--- config.mk ---
export PLATFORM = sky130hd
export DESIGN_NAME = spi_cfg_ctrl_flat
export DESIGN_NICKNAME = d
export VERILOG_FILES = /design/src/rtl/spi_cfg_ctrl_pkg.sv /design/src/rtl/spi_cfg_ctrl_if.sv /design/src/rtl/spi_cfg_ctrl_sync_edge.sv /design/src/rtl/spi_cfg_ctrl.sv /design/src/flat_wrapper.sv
export SDC_FILE = /design/constraint.sdc
export NUM_CORES = 1
export LEC_CHECK = 0
export CAP_MARGIN = 5
export CORE_MARGIN = 1
export CORE_UTILIZATION = 45
export CTS_CLUSTER_DIAMETER = 200
export CTS_CLUSTER_SIZE = 20
export DETAILED_ROUTE_END_ITERATION = 12
export DONT_BUFFER_PORTS = 1
export GPL_ROUTABILITY_DRIVEN = 0
export PLACE_DENSITY_LB_ADDON = 0.2
export RECOVER_POWER = 50
export SLEW_MARGIN = 20
export SYNTH_ARGS = -nofsm -noshare
export SYNTH_HDL_FRONTEND = slang
export SYNTH_SLANG_ARGS = --single-unit
--- constraint.sdc ---
create_clock -name clk -period 2 [get_ports clk]
set_input_delay 0.2 -clock clk [delete_from_list [all_inputs] [get_ports clk]]
set_output_delay 0.2 -clock clk [all_outputs]
set_load 0.1 [all_outputs]
--- src/rtl/spi_cfg_ctrl_pkg.sv ---
// rtl/spi_cfg_ctrl_pkg.sv - register map, reset defaults and FSM states for spi_cfg_ctrl
// Purpose: shared constants for the SPI configuration controller.
//   REG_*      : 2-bit register addresses
//   DEF_*      : reset / default register values
//   spi_state_e: frame decoder states
//   reg_read() : read-back mux of the committed register view
package spi_cfg_ctrl_pkg;

  localparam logic [1:0] REG_BG    = 2'd0;
  localparam logic [1:0] REG_COLOR = 2'd1;
  localparam logic [1:0] REG_CTRL  = 2'd2;
  localparam logic [1:0] REG_ID    = 2'd3;

  localparam logic [7:0] DEF_BG    = 8'h00;
  localparam logic [5:0] DEF_COLOR = 6'b101010;
  localparam logic       DEF_AUDIO = 1'b1;
  localparam logic [7:0] DEF_ID    = 8'hA5;

  typedef enum logic [1:0] {
    ST_IDLE = 2'd0,
    ST_CMD  = 2'd1,
    ST_DATA = 2'd2
  } spi_state_e;

  // Reads always come from the active (committed) registers, never the shadows.
  function automatic logic [7:0] reg_read(input logic [1:0] addr,
                                          input logic [7:0] bg,
                                          input logic [5:0] color,
                                          input logic       audio,
                                          input logic [7:0] id);
    logic [7:0] r;
    case (addr)
      REG_BG:    r = bg;
      REG_COLOR: r = {2'b00, color};
      REG_CTRL:  r = {7'b0000000, audio};
      default:   r = id;
    endcase
    return r;
  endfunction

endpackage

--- src/rtl/spi_cfg_ctrl_if.sv ---
// rtl/spi_cfg_ctrl_if.sv - SPI pin bundle between host and configuration controller
// Purpose: groups the four SPI wires.
//   spi_sclk : SPI clock, mode 0 (host -> slave)
//   spi_cs_n : chip select, active low (host -> slave)
//   spi_mosi : serial data in, MSB first (host -> slave)
//   spi_miso : serial data out, MSB first (slave -> host)
interface spi_cfg_ctrl_if;
  logic spi_sclk;
  logic spi_cs_n;
  logic spi_mosi;
  logic spi_miso;

  modport master (output spi_sclk, output spi_cs_n, output spi_mosi, input spi_miso);
  modport slave  (input spi_sclk, input spi_cs_n, input spi_mosi, output spi_miso);
endinterface

--- src/rtl/spi_cfg_ctrl_sync_edge.sv ---
// rtl/spi_cfg_ctrl_sync_edge.sv - N-stage synchronizer with rise/fall pulses for one bit
// Purpose: brings one asynchronous SPI wire into the clk domain.
//   clk, rst : system clock, async active-high reset
//   d        : asynchronous input
//   level    : synchronized level (last stage)
//   rise     : 1-cycle pulse on a 0->1 transition seen across the last two stages
//   fall     : 1-cycle pulse on a 1->0 transition seen across the last two stages
module spi_cfg_ctrl_sync_edge #(
  parameter int   N       = 2,
  parameter logic RST_VAL = 1'b0
) (
  input  logic clk,
  input  logic rst,
  input  logic d,
  output logic level,
  output logic rise,
  output logic fall
);

  logic [N-1:0] sync_q;
  logic [N-1:0] sync_d;

  always_comb begin
    sync_d = {sync_q[N-2:0], d};
  end

  // RST_VAL lets cs_n reset high so reset release never looks like a select.
  always_ff @(posedge clk or posedge rst) begin
    if (rst) begin
      sync_q <= {N{RST_VAL}};
    end else begin
      sync_q <= sync_d;
    end
  end

  assign level = sync_q[N-1];
  assign rise  = sync_q[N-2] & ~sync_q[N-1];
  assign fall  = ~sync_q[N-2] & sync_q[N-1];

endmodule

--- src/rtl/spi_cfg_ctrl.sv ---
// rtl/spi_cfg_ctrl.sv - SPI slave register controller with frame-synchronous commit
// Purpose: decodes {cmd, data...} SPI frames, stages writes in shadow registers and
// commits them to the active video/audio configuration on frame_start.
//   clk, rst         : system clock (>= 4x sclk), async active-high reset
//   spi              : SPI slave pins (sclk, cs_n, mosi in; miso out)
//   frame_start      : 1-cycle commit strobe at start of vertical blank
//   background_state : active background mode
//   solid_color      : active RRGGBB colour
//   audio_en         : active audio enable
//   cfg_pending      : shadows written since the last commit
module spi_cfg_ctrl
  import spi_cfg_ctrl_pkg::*;
#(
  parameter int         SYNC_STAGES = 2,
  parameter logic [7:0] ID_VALUE    = DEF_ID,
  parameter logic [7:0] RST_BG      = DEF_BG,
  parameter logic [5:0] RST_COLOR   = DEF_COLOR,
  parameter logic       RST_AUDIO   = DEF_AUDIO
) (
  input  logic                 clk,
  input  logic                 rst,
  spi_cfg_ctrl_if.slave        spi,
  input  logic                 frame_start,
  output logic [7:0]           background_state,
  output logic [5:0]           solid_color,
  output logic                 audio_en,
  output logic                 cfg_pending
);

  logic sclk_lvl, sclk_rise, sclk_fall;
  logic cs_lvl, cs_rise, cs_fall;
  logic mosi_lvl, mosi_rise, mosi_fall;

  spi_cfg_ctrl_sync_edge #(.N(SYNC_STAGES), .RST_VAL(1'b0)) u_sync_sclk (
    .clk(clk), .rst(rst), .d(spi.spi_sclk),
    .level(sclk_lvl), .rise(sclk_rise), .fall(sclk_fall)
  );

  spi_cfg_ctrl_sync_edge #(.N(SYNC_STAGES), .RST_VAL(1'b1)) u_sync_cs (
    .clk(clk), .rst(rst), .d(spi.spi_cs_n),
    .level(cs_lvl), .rise(cs_rise), .fall(cs_fall)
  );

  spi_cfg_ctrl_sync_edge #(.N(SYNC_STAGES), .RST_VAL(1'b0)) u_sync_mosi (
    .clk(clk), .rst(rst), .d(spi.spi_mosi),
    .level(mosi_lvl), .rise(mosi_rise), .fall(mosi_fall)
  );

  // Outputs of the shared synchronizer this block has no use for.
  logic unused_sync;
  assign unused_sync = ^{sclk_lvl, mosi_rise, mosi_fall};

  spi_state_e state_q, state_d;
  logic [2:0] bit_cnt_q, bit_cnt_d;
  logic [7:0] rx_q, rx_d;
  logic [7:0] tx_q, tx_d;
  logic       miso_q, miso_d;
  logic [1:0] addr_q, addr_d;
  logic       rw_q, rw_d;
  logic [7:0] bg_sh_q, bg_sh_d, bg_q, bg_d;
  logic [5:0] color_sh_q, color_sh_d, color_q, color_d;
  logic       audio_sh_q, audio_sh_d, audio_q, audio_d;
  logic       pending_q, pending_d;
  logic [7:0] rx_byte;
  logic       wr_en;

  always_comb begin
    state_d    = state_q;
    bit_cnt_d  = bit_cnt_q;
    rx_d       = rx_q;
    tx_d       = tx_q;
    miso_d     = miso_q;
    addr_d     = addr_q;
    rw_d       = rw_q;
    bg_sh_d    = bg_sh_q;
    color_sh_d = color_sh_q;
    audio_sh_d = audio_sh_q;
    bg_d       = bg_q;
    color_d    = color_q;
    audio_d    = audio_q;
    pending_d  = pending_q;
    wr_en      = 1'b0;
    rx_byte    = {rx_q[6:0], mosi_lvl};

    // Commit copies the shadows as they were before any write landing this cycle.
    if (frame_start && pending_q) begin
      bg_d      = bg_sh_q;
      color_d   = color_sh_q;
      audio_d   = audio_sh_q;
      pending_d = 1'b0;
    end

    if (cs_rise) begin
      state_d   = ST_IDLE;
      bit_cnt_d = 3'd0;
      tx_d      = 8'h00;
      miso_d    = 1'b0;
    end else if (cs_fall) begin
      state_d   = ST_CMD;
      bit_cnt_d = 3'd0;
      rx_d      = 8'h00;
      tx_d      = 8'h00;
      miso_d    = 1'b0;
    end else if (state_q != ST_IDLE) begin
      if (sclk_rise) begin
        rx_d      = rx_byte;
        bit_cnt_d = bit_cnt_q + 3'd1;
        if (bit_cnt_q == 3'd7) begin
          if (state_q == ST_CMD) begin
            // Reserved bits [6:2] are ignored.
            rw_d    = rx_byte[7];
            addr_d  = rx_byte[1:0];
            state_d = ST_DATA;
            if (rx_byte[7]) begin
              tx_d = reg_read(rx_byte[1:0], bg_q, color_q, audio_q, ID_VALUE);
            end
          end else begin
            if (!rw_q) begin
              case (addr_q)
                REG_BG:    begin bg_sh_d    = rx_byte;    wr_en = 1'b1; end
                REG_COLOR: begin color_sh_d = rx_byte[5:0]; wr_en = 1'b1; end
                REG_CTRL:  begin audio_sh_d = rx_byte[0]; wr_en = 1'b1; end
                default:   ;
              endcase
            end else begin
              tx_d = reg_read(addr_q + 2'd1, bg_q, color_q, audio_q, ID_VALUE);
            end
            addr_d = addr_q + 2'd1;
          end
        end
      end else if (sclk_fall) begin
        // The first fall after a load presents bit 7, so MISO leads the host's rise sample.
        miso_d = tx_q[7];
        tx_d   = {tx_q[6:0], 1'b0};
      end
    end

    if (cs_lvl) begin
      miso_d = 1'b0;
    end

    if (wr_en) begin
      pending_d = 1'b1;
    end
  end

  always_ff @(posedge clk or posedge rst) begin
    if (rst) begin
      state_q    <= ST_IDLE;
      bit_cnt_q  <= 3'd0;
      rx_q       <= 8'h00;
      tx_q       <= 8'h00;
      miso_q     <= 1'b0;
      addr_q     <= 2'd0;
      rw_q       <= 1'b0;
      bg_sh_q    <= RST_BG;
      color_sh_q <= RST_COLOR;
      audio_sh_q <= RST_AUDIO;
      bg_q       <= RST_BG;
      color_q    <= RST_COLOR;
      audio_q    <= RST_AUDIO;
      pending_q  <= 1'b0;
    end else begin
      state_q    <= state_d;
      bit_cnt_q  <= bit_cnt_d;
      rx_q       <= rx_d;
      tx_q       <= tx_d;
      miso_q     <= miso_d;
      addr_q     <= addr_d;
      rw_q       <= rw_d;
      bg_sh_q    <= bg_sh_d;
      color_sh_q <= color_sh_d;
      audio_sh_q <= audio_sh_d;
      bg_q       <= bg_d;
      color_q    <= color_d;
      audio_q    <= audio_d;
      pending_q  <= pending_d;
    end
  end

  assign spi.spi_miso     = miso_q;
  assign background_state = bg_q;
  assign solid_color      = color_q;
  assign audio_en         = audio_q;
  assign cfg_pending      = pending_q;

endmodule
--- src/flat_wrapper.sv ---
// flat-port wrapper written by rule: the top's interface ports become plain ports
module spi_cfg_ctrl_flat import spi_cfg_ctrl_pkg::*;
#(
  parameter int         SYNC_STAGES = 2,
  parameter logic [7:0] ID_VALUE    = DEF_ID,
  parameter logic [7:0] RST_BG      = DEF_BG,
  parameter logic [5:0] RST_COLOR   = DEF_COLOR,
  parameter logic       RST_AUDIO   = DEF_AUDIO
)
  (clk, rst, frame_start, background_state, solid_color, audio_en, cfg_pending, spi_spi_sclk, spi_spi_cs_n, spi_spi_mosi, spi_spi_miso);
  spi_cfg_ctrl_if spi_i ();
  input  logic clk;
  input  logic rst;
  input  logic frame_start;
  output logic [7:0] background_state;
  output logic [5:0] solid_color;
  output logic audio_en;
  output logic cfg_pending;
  input wire logic [$bits(spi_i.spi_sclk)-1:0] spi_spi_sclk;
  input wire logic [$bits(spi_i.spi_cs_n)-1:0] spi_spi_cs_n;
  input wire logic [$bits(spi_i.spi_mosi)-1:0] spi_spi_mosi;
  output wire logic [$bits(spi_i.spi_miso)-1:0] spi_spi_miso;
  assign spi_i.spi_sclk = spi_spi_sclk;
  assign spi_i.spi_cs_n = spi_spi_cs_n;
  assign spi_i.spi_mosi = spi_spi_mosi;
  assign spi_spi_miso = spi_i.spi_miso;
  spi_cfg_ctrl #(.SYNC_STAGES(SYNC_STAGES), .ID_VALUE(ID_VALUE), .RST_BG(RST_BG), .RST_COLOR(RST_COLOR), .RST_AUDIO(RST_AUDIO)) u_core (.clk(clk), .rst(rst), .spi(spi_i), .frame_start(frame_start), .background_state(background_state), .solid_color(solid_color), .audio_en(audio_en), .cfg_pending(cfg_pending));
endmodule
* After elaboration in Yosys (flattened, before gate mapping)
Cells that the tools add are included.
Cells by class: multiply operators 0, bitwise gates (word level) 12, muxes and demuxes 41, equal/unequal tests 12, reductions and logical operators 26, add/sub/neg operators 2, divide/modulo/power cells 0, order comparisons 0, shift-type cells 0
Operators by type and width (count):
- 8-bit 2-to-1 mux | 9
- 8-bit one-hot mux with 3 select lines | 2
- 8-bit AND reduction | 3
- 7-bit 2-to-1 mux | 3
- 1-bit 2-to-1 mux | 16
- 2-bit 2-to-1 mux | 7
- 3-bit 2-to-1 mux | 4
- 3-bit nonzero test | 4
- 4-bit nonzero test | 3
- 5-bit != test, second input constant | 2
- 5-bit AND reduction | 2
- 2-bit by 1-bit == test with 1-bit output, second input constant | 4
- 4-bit != test, second input constant | 2
- 1-bit inverter | 8
- 2-bit nonzero test | 4
- 2-bit == test, second input constant | 3
- 2-bit zero test | 3
- 3-bit AND reduction | 2
- 6-bit AND reduction | 1
- 1-bit bitwise AND | 4
- 4-bit AND reduction | 1
- 3-bit by 1-bit adder with 3-bit output, second input constant | 1
- 3-bit == test, second input constant | 1
- 3-bit OR reduction | 1
- 3 further kinds | 3
Word-level totals: output and inout port bits 17, memory bits (read-only) 0, bits in latches 0, logic and storage cells 110, register bits after elaboration 61, memory bits (writable) 0, memories 0

* Longest topological paths before layout
Gate-level depths: netlist (run 1).
word-level depth 11, mapped depth 7, mapped depth without buffers 6

* Hierarchy
A second synthesis (run 1) with hierarchy kept.
Second synthesis, totals: cells, all modules 232, area, all modules 2832.7 µm²
By module, submodules not included:
- spi_cfg_ctrl | seq. area each 1386.3 µm², area each 2623.8 µm², instances 1, cells each 217
- spi_cfg_ctrl_sync_edge (u_core.u_sync_mosi ...) | seq. area each 50.0 µm², area each 68.8 µm², instances 2, cells each 5
- spi_cfg_ctrl_sync_edge (u_core.u_sync_cs) | seq. area each 52.6 µm², area each 71.3 µm², instances 1, cells each 5

* Worst setup path before layout (run 1)
Ideal clock, no wire load.
path kind register to register, from reg u_core.pending_q, in the netlist u_core.cfg_pending, to reg u_core.color_q[2], in the netlist u_core.solid_color[2], buffers on the path 1, data arrival time 1815 ps, setup slack 59 ps, cell stages (with the launch flop) 4, required time 1874 ps, path through dfrtp_1 -> nand2_1 -> clkbuf_1 -> mux2_2
Between the ends: longest elaborated chain between the ends 1
RTL lines:
- start: declaration | RTL line spi_cfg_ctrl.sv:63 | logic pending_q, pending_d;
- start signal: assignment | RTL line spi_cfg_ctrl.sv:177 | pending_q <= pending_d;
- 1-bit logical AND | RTL line spi_cfg_ctrl.sv:86 | if (frame_start && pending_q) begin
- end signal: assignment | RTL line spi_cfg_ctrl.sv:175 | color_q <= color_d;
- end: declaration | RTL line spi_cfg_ctrl.sv:61 | logic [5:0] color_sh_q, color_sh_d, color_q, color_d;
Every way passes these cells. A chain may end at the register's enable or synchronous reset.

* Worst setup path in the final report (run 1)
from reg u_core.u_sync_cs.sync_q[0], to reg u_core.color_sh_q[0]
Between the ends: longest elaborated chain between the ends 4, elaborated cells between the ends (all ways) 6
RTL lines:
- start: declaration | RTL line spi_cfg_ctrl_sync_edge.sv:20 | logic [N-1:0] sync_q;
- start signal: assignment | RTL line spi_cfg_ctrl_sync_edge.sv:30 | sync_q <= {N{RST_VAL}};
- start signal: assignment | RTL line spi_cfg_ctrl_sync_edge.sv:32 | sync_q <= sync_d;
- 1-bit inverter | RTL line spi_cfg_ctrl_sync_edge.sv:38 | assign fall = ~sync_q[N-2] & sync_q[N-1];
- 1-bit bitwise AND | RTL line spi_cfg_ctrl_sync_edge.sv:38
- 1-bit inverter (no source line)
- 8-bit AND reduction (no source line) *
- end signal: assignment | RTL line spi_cfg_ctrl.sv:172 | color_sh_q <= color_sh_d;
- end: declaration | RTL line spi_cfg_ctrl.sv:61
Mark *: on every way between the ends. The rest lies on a longest branch, timed or not.

==> reports/qor.yml, run 1 <==
hold_depth: 0
final_common_cell: "dfrtp_1"
crit_slowest_cell: "dfstp_2"
p_total_w: 0.00295
worst_slew_pin_slew_ns: 1.06
fin_tns_setup_ns: 0
max_freq_ghz: 0.517
drtIter0Drc: 136
drc: 0
grt_use_total_pct: 21.7
dpl.hpwl_um: 4470
slew_violations: 0
wl_met1_um: 2980
r2r_slack_ns: 0.07
start_kind: "flop"
core_region_area_um2: 6100
antenna_found_initial: 0
synth-simple-area-share_pct: 9.78
async_flop_share_pct: 100
p_per_area_nw_per_um2: 847
synth-xor-area-share_pct: 0
place_area_um2: 3210
slew_headroom_pct: 29.3
switching_power_w: 0.000930
cts_max_path_buffers: 2
crit_chain: "inv_1 -> ha_2 -> or2_1 -> nor2_1 -> nand2_1 -> mux2_2"
grt_pass1_vias: 2004
num-nets-final: 301
tritoncts: "done"
finalCritPeriodShare_pct: 96.7
portBuffers: 0
synth_mux_area_share_pct: 16.0
cts-root-buf: "clkbuf_8"
cts.sinks: 61
arrival_ns: 2.17
timing.rr.start: "u_core.u_sync_cs.sync_q[0]"
finalClockSkew_ns: 0.00805
synth_compound_area_share_pct: 11.8
routed-wl-met3_um: 277
critPathCaptureType: "flop"
firstDrtPassIters: 4
min_from: "u_core.u_sync_mosi.sync_q[0]"
synth_area_um2: 2920
critPathBufInv: 1
crit_family: "simple AND/OR/NAND/NOR gates"
final_cell_mix: "dfrtp_1 (51), mux2_2 (32), buf_4 (32)"
status: "finished, final reports clean"
hold_viol: 0
grt_first_pass_wirelength_um: 10400
grt_max_degree: 35
antenna-diode-count: 0
highest_layer: "met4"
p_int_w: 0.00202
via_per_inst: 5.52
cts_setup_buffers: 0
fin_area_um2: 3480
io_pins: 23
rsz0062_at_grt: "yes"
netSwitchingFraction_pct: 31.6
maxCapViolations: 0
fin_crit_ns: 1.93
fin_hold_ws_ns: 0.360
ys_ff_latch: 61
syn_area_per_cell_um2: 12.0
postRouteWirelength_um: 6370
synth_fp_nets: 262
htreeDepth: 3
r2r-end: "u_core.color_sh_q[0]"
fp.dieH_um: 82.5
ys_seq_area_share_pct: 52.7
dieArea_um2: 6810
n_fill_cell: 518
rows: 28
synth_top_family_by_area: "multiplexers"
routedWlPerCell_um: 17.6
ys.flop_type: "dfrtp_1"
ys_warn_count: 0
clock_latency_ns: 0.35
wl_met2_um: 3060
pwr-share-seq_pct: 46.4
die_width_um: 82.5
start_util_pct: 47.9
synthCells: 244
path_clk_slew_ns: 0.08
synthToLayoutAreaGrowth_pct: 19.2
hold-path-endpoint: "u_core.u_sync_mosi.sync_q[1]"
drive_gt1_share_pct: 36.5
slowest_delay_ns: 0.55
path_max_fanout: 6
route.vias.total: 2004
finalSetupViolCount: 0
dp_worst_setup_slack_ns: -0.0150
reg2reg_depth: 6
clock_power_share_pct: 35.7
synthAdderAreaFrac_pct: 5.15
crit_type: "flop to flop"
cts_buffers: 9
layout_setup_ws_ns: 0.0663
hold_path.class: "flop to flop"
grt_remaining_overflow: 0
pwr-share-comb_pct: 17.9
ant_nets: 0
p_leak_nw: 1.67
peakVddDrop_uv: 616
required_ns: 2.24
synth-edff-count: 0
synth_cell_types: 42
[worst max-delay path by stage]
stage                                     startpoint                    end  slack (ns)  depth (start not counted)
after global placement    u_core.u_sync_cs.sync_q[0]         u_core.tx_q[3]        0.02                          5
after CTS                 u_core.u_sync_cs.sync_q[0]         u_core.tx_q[5]      -0.003                          5
after floorplan                   u_core.cfg_pending  u_core.solid_color[2]        0.06                          3
after global routing      u_core.u_sync_cs.sync_q[0]   u_core.color_sh_q[2]       -0.04                          6
final                     u_core.u_sync_cs.sync_q[0]   u_core.color_sh_q[0]        0.07                          6
after detailed placement  u_core.u_sync_cs.sync_q[0]         u_core.tx_q[3]       -0.01                          5
[final cells by class]
cell class / instances / area (um^2) / area share (%)
sequential: 61 / 1540 / 44.3
multi-input combinational: 157 / 1300 / 37.3
timing repair buffer: 39 / 302 / 8.67
clock buffer: 9 / 124 / 3.56
tap: 75 / 93.8 / 2.70
clock inverter: 7 / 65.1 / 1.87
inverter: 15 / 56.3 / 1.62
[sequential cells by signal (all words and copies together) (netlist names)]
| signal | flops |
|---|---|
| u_core.background_state | 8 |
| u_core.bg_sh_q | 8 |
| u_core.tx_q | 8 |
| u_core.rx_q | 7 |
| u_core.color_sh_q | 6 |
| u_core.solid_color | 6 |
| u_core.bit_cnt_q | 3 |
| u_core.addr_q | 2 |
| u_core.state_q | 2 |
| u_core.u_sync_cs.sync_q | 2 |
| u_core.u_sync_mosi.sync_q | 2 |
| u_core.u_sync_sclk.sync_q | 2 |
| u_core.audio_en | 1 |
| u_core.audio_sh_q | 1 |
| u_core.cfg_pending | 1 |
| u_core.rw_q | 1 |
| u_core.spi.spi_miso | 1 |
[Yosys cell counts (2+ instances only)]
cell type	instances	area, um^2
dfrtp_1	51	1280
mux2_2	32	360
inv_1	15	56.3
nor2_1	15	56.3
ha_1	12	150
nand2_1	11	41.3
dfstp_2	10	263
a21oi_1	8	40.0
a22o_1	8	70.1
o21ai_0	8	40.0
mux2i_1	7	70.1
a22oi_1	5	37.5
nor3_1	5	25.0
o32ai_1	5	43.8
or3_1	5	31.3
buf_6	4	45.0
clkbuf_1	4	15.0
nand3_1	4	20.0
a31oi_1	3	18.8
nand2b_1	3	18.8
nor2b_1	3	18.8
a221oi_1	2	17.5
buf_2	2	10.0
mux2_1	2	22.5
o221ai_1	2	17.5
o31ai_1	2	15.0
[power by group through the flow]
| stage | logic, W | clock network (W) | registers (W) |
|---|---|---|---|
| after CTS | 0.000508 | 0.00109 | 0.00137 |
| after global routing | 0.000587 | 0.00114 | 0.00138 |
| after floorplan | 0.000392 | 0 | 0.00138 |
| after global placement | 0.000486 | 0 | 0.00139 |
| after detailed placement | 0.000493 | 0 | 0.00139 |
| final | 0.000528 | 0.00105 | 0.00137 |
[metal layers]
| metal | vias up | global-route usage, % |
|---|---|---|
| met1 | 1002 | 28.8 |
| met4 | 0 | 5.34 |
| met5 | - | 0 |
| met3 | 5 | 7.36 |
| li1 | 955 | - |
| met2 | 42 | 34.0 |
[cell families after synthesis]
kind of cell,Yosys count
multiplexers,42
flip-flops,61
AO/OA/AOI/OAI,48
AND/OR/NAND/NOR,55
buffers and inverters,26
adder cells (fa/ha/maj),12
[through the flow]
stage	util, %	instances
finish	57.0	363
global route	57.0	363
CTS	56.6	363
detailed placement	52.6	342
global placement	52.6	342
floorplan	-	244
[timing repair]
action | in CTS | in global routing
pin swaps | 0 | 0
gates resized for setup | 1 | 9
setup endpoints to repair | 2 | 20
endpoints found under the hold margin | 29 | 0
hold buffers | 5 | 0
cloned | 0 | 0
No activity file was read; power rests on OpenSTA's default activity.
==> inputs of run 2 (changes only) <==
--- a/config.mk
+++ b/config.mk
@@ -18,4 +18,5 @@
 export SLEW_MARGIN = 20
 export SYNTH_ARGS = -nofsm -noshare
 export SYNTH_HDL_FRONTEND = slang
+export SYNTH_HIERARCHICAL = 1
 export SYNTH_SLANG_ARGS = --single-unit
==> run 2 against run 1 <==
Net effect:
- clock skew hardly changed
- global-route usage down 0.21 points
- via count decreased by 4.2%
- critical path type unchanged
- setup slack better by 0.11 ns
- worst hold slack lost 0.32 ns
- critical endpoint is now u_core/bg_sh_q[6]
==> reports/qor.yml, run 2 <==
drtIter0Drc: 120  # -12%
cts_max_path_buffers: 2  # unchanged
antenna-diode-count: 0  # unchanged
clock_latency_ns: 0.35  # about the same
p_int_w: 0.00216  # +6.9%
slew_headroom_pct: 32.6  # +3.3 points
route.vias.total: 1920  # -4.2%
start_util_pct: 47.0  # -0.83 points
grt_use_total_pct: 21.5  # -0.21 points
syn_area_per_cell_um2: 12.3  # +2.4%
finalClockSkew_ns: 0.00847  # +0.000426 ns
grt_remaining_overflow: 0  # unchanged
peakVddDrop_uv: 593  # -3.7%
routedWlPerCell_um: 17.5  # -0.11%
fin_util_pct: 56.0  # -1.0 points
path_max_fanout: 8  # +2
ys_warn_count: 6  # +6
r2r-end: "u_core/bg_sh_q[6]"
final_common_cell: "dfrtp_1"
pwr-share-seq_pct: 45.2  # -1.2 points
drc: 0  # unchanged
hold_buffers: 4  # -1
grt_first_pass_wirelength_um: 10100  # -3.0%
rows: 28  # unchanged
timing.rr.start: "u_core/bit_cnt_q[0]"
num-nets-final: 277  # -8.0%
r2r_slack_ns: 0.18  # +0.11 ns
cts.sinks: 61  # unchanged
postCtsResizedCells: 0  # -1
synth_fp_nets: 244  # -6.9%
required_ns: 2.23  # about the same
slew_violations: 0  # unchanged
hold_depth: 2  # +2
hold-path-endpoint: "u_core/cfg_pending"
htreeDepth: 3  # unchanged
clock_power_share_pct: 48.2  # +13 points
cts_buffers: 9  # unchanged
worst_slew_pin_slew_ns: 1.01  # -0.0483 ns
seqCellArea_um2: 1540  # unchanged
rsz0062_at_grt: "no"
final_cell_mix: "dfrtp_1 (51), mux2_2 (35), buf_4 (25)"
switching_power_w: 0.000657  # -29%
antenna_found_initial: 0  # unchanged
pwr-share-comb_pct: 6.7  # -11 points
n_fill_cell: 517  # -0.19%
fin_tns_setup_ns: 0  # unchanged
core_region_area_um2: 5990  # -1.7%
finalCritPeriodShare_pct: 91.0  # -5.7 points
synthToLayoutAreaGrowth_pct: 19.1  # about the same
fin_crit_ns: 1.82  # -0.113 ns
dieArea_um2: 6580  # -3.4%
tritoncts: "done"
max_freq_ghz: 0.549  # +6.2%
status: "finished, final reports clean"
maxCapViolations: 0  # unchanged
dpl.hpwl_um: 4210  # -5.8%
grt_max_degree: 33  # -5.7%
die_width_um: 81.1  # -1.7%
synth_area_um2: 2820  # -3.4%
p_per_area_nw_per_um2: 838  # -1.1%
cts-root-buf: "clkbuf_8"
io_pins: 23  # unchanged
portBuffers: 0  # unchanged
finalSetupViolCount: 0  # unchanged
crit_type: "flop to flop"
fp.dieH_um: 81.1  # -1.7%
via_per_inst: 5.60  # +1.4%
drive_gt1_share_pct: 35.1  # -1.4 points
postRouteWirelength_um: 6020  # -5.6%
hold_path.class: "primary input to flop"
grt_pass1_vias: 1952  # -2.6%
firstDrtPassIters: 4  # unchanged
cts_setup_buffers: 0  # unchanged
p_leak_nw: 1.58  # -4.9%
min_from: "frame_start"
multiInputGateArea_um2: 1200  # -7.1%
netSwitchingFraction_pct: 23.3  # -8.2 points
start_kind: "flop"
path_clk_slew_ns: 0.07  # about the same
arrival_ns: 2.05  # -0.12 ns
reg2reg_depth: 5  # -1
critPathCaptureType: "flop"
synthCells: 230  # -5.7%
ant_nets: 0  # unchanged
hold_viol: 0  # unchanged
==> run 2: changes by cell type in the layout (fill, tap and decap cells not counted), sizes merged, moves of 3 or more <==
cell	previous run	this run
a32o	0	3
and2b	0	3
buf	32	25
bufinv	0	3
ha	12	8
inv	20	10
nand3	4	0
nor2	15	11
nor2b	3	6
o211ai	0	4
o221ai	2	6
o32ai	5	0
or3	6	0
==> run 2: stage by stage <==
step / hold slack [ns] / std cells / setup slack [ns] / power, W / cell area (um^2)
after detailed placement: -0.0534 / 323 / 0.204 / 0.00148 / 3090
after global routing: 0.0757 / 343 / 0.0407 / 0.00292 / 3360
after floorplan: -0.0588 / 230 / 0.0584 / 0.00142 / 2820
final: 0.0399 / 343 / 0.180 / 0.00281 / 3360
after global placement: -0.0559 / 323 / 0.242 / 0.00147 / 3090
after CTS: 0.0361 / 343 / 0.173 / 0.00284 / 3370
==> run 2: final cells by class <==
type,count,share of cell area [%]
Inverter,9,1.01
Tap cell,75,2.80
Timing Repair Buffer,31,7.12
Multi-Input combinational cell,151,35.9
Sequential cell,61,45.8
Clock inverter,7,3.65
Clock buffer,9,3.69
==> run 2: worst max-delay path: stages, from the launching register on <==
cell,delay (ns)
dfrtp_1,0.40
ha_1,0.21
ha_1,0.24
and4_1,0.25
nand2_2,0.22
mux2_2,0.37
==> run 2: power by group through the flow <==
stage | clock network, W | registers, W | logic [W]
after global routing | 0.00144 | 0.00127 | 0.000212
after CTS | 0.00138 | 0.00127 | 0.000193
final | 0.00135 | 0.00127 | 0.000187
after global placement | 0 | 0.00129 | 0.000182
after detailed placement | 0 | 0.00129 | 0.000185
after floorplan | 0 | 0.00129 | 0.000132
==> run 2: how the worst max path moves through the flow <==
| stage | cells past startpoint | slack [ns] | endpoint | startpoint |
|---|---|---|---|---|
| 2_1_floorplan | 3 | 0.06 | u_core/background_state[1] | u_core/cfg_pending |
| 3_5_place_dp | 5 | 0.20 | u_core/bg_sh_q[6] | u_core/bit_cnt_q[0] |
| 6_report | 5 | 0.18 | u_core/bg_sh_q[6] | u_core/bit_cnt_q[0] |
| 5_1_grt | 5 | 0.04 | u_core/cfg_pending | u_core/u_sync_sclk/sync_q[0] |
| 4_1_cts | 5 | 0.17 | u_core/bg_sh_q[6] | u_core/bit_cnt_q[0] |
| 3_3_place_gp | 5 | 0.24 | u_core/bg_sh_q[6] | u_core/u_sync_cs/sync_q[0] |
==> run 2: metal layers <==
metal	part of all wire, %	vias up	track usage, %
met5	0	-	0
met4	1.4	0	8.04
met3	4.5	9	6.29
met2	48	30	33.6
met1	46	975	28.1
li1	-	906	-
